$ cat config.mk
export PLATFORM = sky130hd
export DESIGN_NAME = lfsr32_hex_source
export DESIGN_NICKNAME = d
export VERILOG_FILES = /design/src/rtl/lfsr32_hex_source.sv
export SDC_FILE = /design/constraint.sdc
export NUM_CORES = 1
export LEC_CHECK = 0
export ABC_AREA = 1
export CORE_UTILIZATION = 45
export CTS_BUF_LIST = sky130_fd_sc_hd__clkbuf_8
export DETAILED_ROUTE_END_ITERATION = 10
export MAX_ROUTING_LAYER = met4
export PLACE_DENSITY = 0.69
export REMOVE_ABC_BUFFERS = 1
export SLEW_MARGIN = 20
export SYNTH_ARGS = -nofsm -noshare
export SYNTH_HDL_FRONTEND = slang
export SYNTH_SLANG_ARGS = --single-unit
$ cat constraint.sdc
create_clock -name clk -period 1.8 [get_ports clk]
set_input_delay 0.27 -clock clk [delete_from_list [all_inputs] [get_ports clk]]
set_output_delay 0.27 -clock clk [all_outputs]
set_load 0.01 [all_outputs]
$ cat src/rtl/lfsr32_hex_source.sv
// lfsr32_hex_source: 32-bit Fibonacci LFSR source feeding the 8-digit hex display
// Ports:
//   clk, reset             system clock, synchronous active-high reset
//   run_mode               1 = free-run on prescaler tick, 0 = single-step on key (async, synchronised)
//   step_key               active-low debounced pushbutton (async, synchronised)
//   seed_load, seed_in     rising edge of seed_load loads seed_in into the LFSR
//   freeze                 1 = hold disp_value (async, synchronised)
//   lfsr_q                 current LFSR state
//   disp_value             display snapshot, nibble k drives hex digit k
//   advance                one-cycle pulse aligned with each shift of lfsr_q
//   step_count             shifts since reset or load, wraps
//   lockup_flag            sticky all-zero recovery flag (only with LFSR_LOCKUP_GUARD_EN)
// Optional feature macro: LFSR_LOCKUP_GUARD_EN
module lfsr32_hex_source #(
  parameter int unsigned TICK_DIV = 50000000,
  parameter logic [31:0] SEED_DEFAULT = 32'h00000001,
  parameter int unsigned SYNC_STAGES = 2
) (
  input  logic        clk,
  input  logic        reset,
  input  logic        run_mode,
  input  logic        step_key,
  input  logic        seed_load,
  input  logic [31:0] seed_in,
  input  logic        freeze,
  output logic [31:0] lfsr_q,
  output logic [31:0] disp_value,
  output logic        advance,
  output logic [15:0] step_count
`ifdef LFSR_LOCKUP_GUARD_EN
  ,
  output logic        lockup_flag
`endif
);
  localparam int unsigned CW = $clog2(TICK_DIV);
  localparam logic [CW-1:0] TOP = CW'(TICK_DIV - 1);
  logic [SYNC_STAGES-1:0] key_s, key_v, run_s, load_s, frz_s;
  logic key_sync, run_sync, load_sync, frz_sync;
  logic key_prev, run_prev, load_prev;
  logic [CW-1:0] cnt;
  logic tick, key_pulse, load_pulse, req, step, fb;
  logic [31:0] shifted, lfsr_d;
  assign key_sync  = key_s[SYNC_STAGES-1];
  assign run_sync  = run_s[SYNC_STAGES-1];
  assign load_sync = load_s[SYNC_STAGES-1];
  assign frz_sync  = frz_s[SYNC_STAGES-1];
  always_ff @(posedge clk) begin
    if (reset) begin
      key_s  <= '1;
      key_v  <= '0;
      run_s  <= '0;
      load_s <= '0;
      frz_s  <= '0;
    end else begin
      key_s  <= {key_s[SYNC_STAGES-2:0], step_key};
      key_v  <= {key_v[SYNC_STAGES-2:0], 1'b1};
      run_s  <= {run_s[SYNC_STAGES-2:0], run_mode};
      load_s <= {load_s[SYNC_STAGES-2:0], seed_load};
      frz_s  <= {frz_s[SYNC_STAGES-2:0], freeze};
    end
  end
  // key_v marks when key_sync holds a real pad sample rather than the reset fill,
  // so a key held low across reset release never looks like a fresh press.
  always_ff @(posedge clk) begin
    if (reset) begin
      key_prev  <= 1'b0;
      run_prev  <= 1'b0;
      load_prev <= 1'b0;
    end else begin
      key_prev  <= key_v[SYNC_STAGES-1] & key_sync;
      run_prev  <= run_sync;
      load_prev <= load_sync;
    end
  end
  always_ff @(posedge clk) begin
    if (reset)
      cnt <= '0;
    else
      cnt <= (run_sync != run_prev || cnt == TOP) ? '0 : cnt + 1'b1;
  end
  always_comb begin
    tick       = cnt == TOP;
    key_pulse  = key_prev & ~key_sync;
    load_pulse = load_sync & ~load_prev;
    req        = run_sync ? tick : key_pulse;
    step       = req & ~load_pulse;
    fb         = lfsr_q[31] ^ lfsr_q[21] ^ lfsr_q[1] ^ lfsr_q[0];
    shifted    = {lfsr_q[30:0], fb};
`ifdef LFSR_LOCKUP_GUARD_EN
    lfsr_d     = load_pulse ? (seed_in == '0 ? SEED_DEFAULT : seed_in) :
                 lfsr_q == '0 ? SEED_DEFAULT : step ? shifted : lfsr_q;
`else
    lfsr_d     = load_pulse ? seed_in : step ? shifted : lfsr_q;
`endif
  end
  always_ff @(posedge clk) begin
    if (reset) begin
      lfsr_q     <= SEED_DEFAULT;
      disp_value <= SEED_DEFAULT;
      advance    <= 1'b0;
      step_count <= '0;
    end else begin
      lfsr_q     <= lfsr_d;
      disp_value <= frz_sync ? disp_value : lfsr_q;
      advance    <= step;
      step_count <= load_pulse ? '0 : step ? step_count + 1'b1 : step_count;
    end
  end
`ifdef LFSR_LOCKUP_GUARD_EN
  always_ff @(posedge clk) begin
    if (reset)
      lockup_flag <= 1'b0;
    else if (load_pulse ? seed_in == '0 : lfsr_q == '0)
      lockup_flag <= 1'b1;
  end
`endif
endmodule
Word level (Yosys, flattened, before mapping)
Index checks and enable logic that the tools add are counted.

operators by class
  add/sub/neg operators = 2
  reduce and logical (&&, ||, !) cells = 4
  multiplexer cells = 4
  bitwise gates (word level) = 10
  equal/unequal tests = 2

operators with widths
  kind                     count
  $mux W32                 2
  $add A26 B1 Y26 const B  1
  $eq A26 B26 Y1 const B   1
  $add A16 B1 Y16 const B  1
  $and A1 B1 Y1            4
  $reduce_or A2 Y1         2
  $not A1 Y1               3
  $xor A1 B1 Y1            3
  $mux W1                  2
  $reduce_bool A2 Y1       1
  $logic_or A1 B1 Y1       1
  $ne A1 B1 Y1             1

word-level totals
  bits in registers = 120

Depth between registers and ports, before layout
Gate-level depths: netlist of the first run.

  depth after elaboration = 6
  depth in mapped cells = 11
  gate-level depth less buffers = 10

Worst setup path before layout of the first run
No wires, ideal clock.

  kind = reg-to-reg
  start = register cnt[0]
  end = register step_count[10]
  slack = 259 ps
  data required time = 1734 ps
  library setup time = 66 ps
  data arrival time = 1475 ps
  buffers on the path = 1
  cell stages (with the launch flop) = 11
  cell sequence = dfxtp_1 ha_1 nand2_2 nor2_4 inv_2 nor2_2 nand3_4 nand2_4 buf_6 nand3_2 a21oi_2

on the way
  word-level cells in the longest chain between the ends = 3

RTL lines
  item                    RTL line  source
  start, declared         40        logic [CW-1:0] cnt;
  start signal, assigned  79        cnt <= (run_sync != run_prev || cnt == TOP) ? '0 : cnt + 1'b1;
  $eq A26 B26 Y1          82        tick = cnt == TOP;
  $mux W1                 85        req = run_sync ? tick : key_pulse;
  $and A1 B1 Y1           86        step = req & ~load_pulse;
  end signal, assigned    106       step_count <= load_pulse ? '0 : step ? step_count + 1'b1 : step_count;
  end, declared           29        output logic [15:0] step_count

No other way between the ends.
A chain may end at the register's enable or synchronous reset.

Worst setup path after layout of the first run
  start = register step_count[13]
  end = output port step_count[13]

No word-level cell between the ends.

==> impl_metrics.py, run 1 <==
metrics = {
    "layout": {
        "final_common_cell": "nand2_1",
        "instances_no_fill": 1065,
        "fin_nets": 942,
        "syn_to_final_growth_pct": 33.73,
        "fillers": 1095,
        "final_util_pct": 61.63,
        "ff_latch_area_sq_um": 2404,
        "final_cell_mix": "nand2_1 (217), nor2_1 (119), dfxtp_1 (119)",
        "drive_gt1_share_pct": 10.93,
        "multiInputGateArea_sq_um": 2735,
    },
    "pwr": {
        "p_total_mw": 5.611,
        "peakVddDrop_uv": 476.3,
        "power.density_nw_per_um2": 761.1,
        "p_leak_nw": 2.738,
    },
    "logic_synthesis": {
        "syn_inst": 780,
        "synth_top_family_by_area": "simple AND/OR/NAND/NOR gates",
        "yosys.cell_types.count": 37,
        "ys_seq_elements": 120,
        "synthMuxAreaShare_pct": 0,
        "syn_area_sq_um": 5513,
        "yosysSeqAreaShare_pct": 43.58,
        "yosys_warnings": 0,
        "syn_area_per_cell_sq_um": 7.068,
        "synth_compound_area_share_pct": 10.89,
        "synth_xor_area_share_pct": 2.383,
        "synth_adder_area_share_pct": 0.4539,
        "synth_simple_gate_area_share_pct": 35.45,
    },
    "critical_path": {
        "crit_slowest_cell": "clkdlybuf4s50_1",
        "crit_buf_inv": 1,
        "crit_chain": "clkdlybuf4s50_1",
        "crit_fanout": 6,
        "cp_top_family": "buffers and inverters",
        "crit_path_end_kind": "output pin",
        "max_stage_delay_ns": 0.58,
        "worst_setup_path_start_kind": "flop",
        "arrival_ns": 1.46,
        "crit_type": "flop to output pin",
        "required_ns": 1.53,
    },
    "die": {
        "die_w_microns": 112.7,
        "die_h_microns": 112.7,
        "num_rows": 40,
        "core_area_sq_um": 11960,
        "dieArea_sq_um": 12700,
        "num_io_pins": 119,
        "start_util_pct": 46.09,
    },
    "route": {
        "routed_wl_mm": 15.20,
        "drtIter0Drc": 347,
        "drc": 0,
        "antenna_left": 0,
        "routedWlPerCell_microns": 14.27,
        "drt_pass1_iterations": 5,
        "viasPerCell": 5.188,
        "vias": 5525,
    },
    "clock_network": {
        "clk_pin_slew_ns": 0.07,
        "clock-sinks": 120,
        "clk-insertion-delay-late_ns": 0.44,
        "clockBufferDepth": 2,
        "cts_tree": "built",
        "holdBufCountCts": 0,
        "cts_made_buffers": 17,
        "root_buffer": "clkbuf_8",
        "post_cts_buffers": 0,
        "cts-resized-gates": 0,
        "cts_max_level": 4,
    },
    "global_routing": {
        "grt_overflow": 0,
        "grt_pass1_vias": 5143,
        "grt.total_usage_pct": 25.87,
        "antenna_found_initial": 1,
        "grt_pass1_wl_mm": 25.06,
        "grt_start_max_net_pins": 57,
    },
    "timing": {
        "whs_ns": 0.2216,
        "fmax_ghz": 0.5787,
        "final-setup-viol-count": 0,
        "grt_setup_unrepaired": "no",
        "slew_headroom_pct": 53.34,
        "final-hold-violation-count": 0,
        "drv_slew": 0,
        "fin_skew_ns": 0.01146,
        "min_period_ns": 1.728,
        "tightest_slew_ns": 0.6974,
        "post-route-period-util_pct": 96.01,
    },
    "placed_design": {
        "port_buffers": 118,
        "dp_cells": 1030,
        "dp_hpwl_mm": 10.65,
        "gp_congestion": 0.8692,
    },
    "status": {
        "status": "completed",
    },
    "job": {
        "max-cap-violations": 0,
    },
    "hold_path": {
        "min_path_type": "primary input to flop",
    },
}
[path summary, 6_finish.rpt]
check	startpoint	endpoint	slack (ns)	cells past startpoint
max	step_count[13]$_SDFFE_PP0P_	step_count[13]	0.07	1
min	reset	key_v[0]$_DFF_P_	0.22	3
max reg2reg	cnt[0]$_SDFF_PP0_	step_count[4]$_SDFFE_PP0P_	0.16	10
min reg2reg	run_s[0]$_SDFF_PP0_	run_s[1]$_SDFF_PP0_	0.40	2
[cells in the mapped netlist, drive strengths merged]
master  instances  share of area, %
nor3b           3              0.41
nor4            1              0.11
o21bai          1              0.14
nand4          38               4.3
ha              2              0.45
nor3           11               1.0
inv            52               3.5
xnor2          10               1.6
xor2            5              0.79
nand2         220                15
clkbuf         23               1.6
a31oi           1              0.11
clkinv          1             0.068
nand3          32               4.5
dfxtp         120                44
o31ai           1              0.14
buf            17               2.1
a21oi          63               6.3
o21ai          43               3.9
a211oi          2              0.27
nor2          126               8.9
and3b           1              0.16
nand3b          3              0.41
or2             4              0.45
[logic make-up (layout without fill, tap and decap cells)]
kind of cell	count (synthesis)	after routing
simple gates	439	439
flops	120	120
compound gates	111	111
buf+inv	93	228
xor+xnor	15	15
fa+ha+maj	2	2
other cells	0	3
[flip-flops by register name (all words and copies together) (netlist names), 2 cells and up]
signal,cells
disp_value,32
lfsr_q,32
cnt,26
step_count,16
frz_s,2
key_s,2
key_v,2
load_s,2
run_s,2
[final cells by class]
class	count	share of cell area [%]
clock inverters	10	1.375
multi-input cells	567	37.10
diodes	3	0.1018
repair buffers	143	19.52
clock buffers	22	4.107
inverters	53	2.699
well taps	147	2.495
flip-flops and latches	120	32.60
[worst reg2reg max path, delay by kind of cell, from the launching register on]
| family | cells | cell delay, ns |
|---|---|---|
| buf+inv | 2 | 0.24 |
| flops | 1 | 0.36 |
| compound gates | 1 | 0.15 |
| fa+ha+maj | 1 | 0.19 |
| simple gates | 6 | 0.64 |
[report_power, final]
group	internal, mW	switching [mW]
Sequential	2.71	0.0331
Combinational	0.206	0.213
Clock	1.39	1.06
Total	4.30	1.31
[routing by layer]
metal / vias up / share of wire (%) / routed length [microns] / track usage [%]
met3: 16 / 6.7 / 1012 / 7.559
li1: 2772 / - / - / -
met2: 166 / 48 / 7239 / 41.48
met5: - / 0 / 0 / -
met1: 2571 / 44 / 6747 / 30.82
met4: 0 / 1.3 / 201 / 9.244
[stage by stage]
step	TNS (ns)	setup WS, ns	instance area (sq um)
after floorplan	-90.64	-2.024	5313
after global placement	0	0.2119	6938
after detailed placement	0	0.1295	6938
after CTS	0	0.02710	7342
after global routing	0	0.002149	7372
final	0	0.07186	7372
No activity file was read; power rests on OpenSTA's default activity.
==> run 2: changes to the inputs <==
Settings changed: HOLD_SLACK_MARGIN set to 0.12.
==> results of run 2 <==
Same layout as run 1: the final DEF is identical, and so are final timing and power.
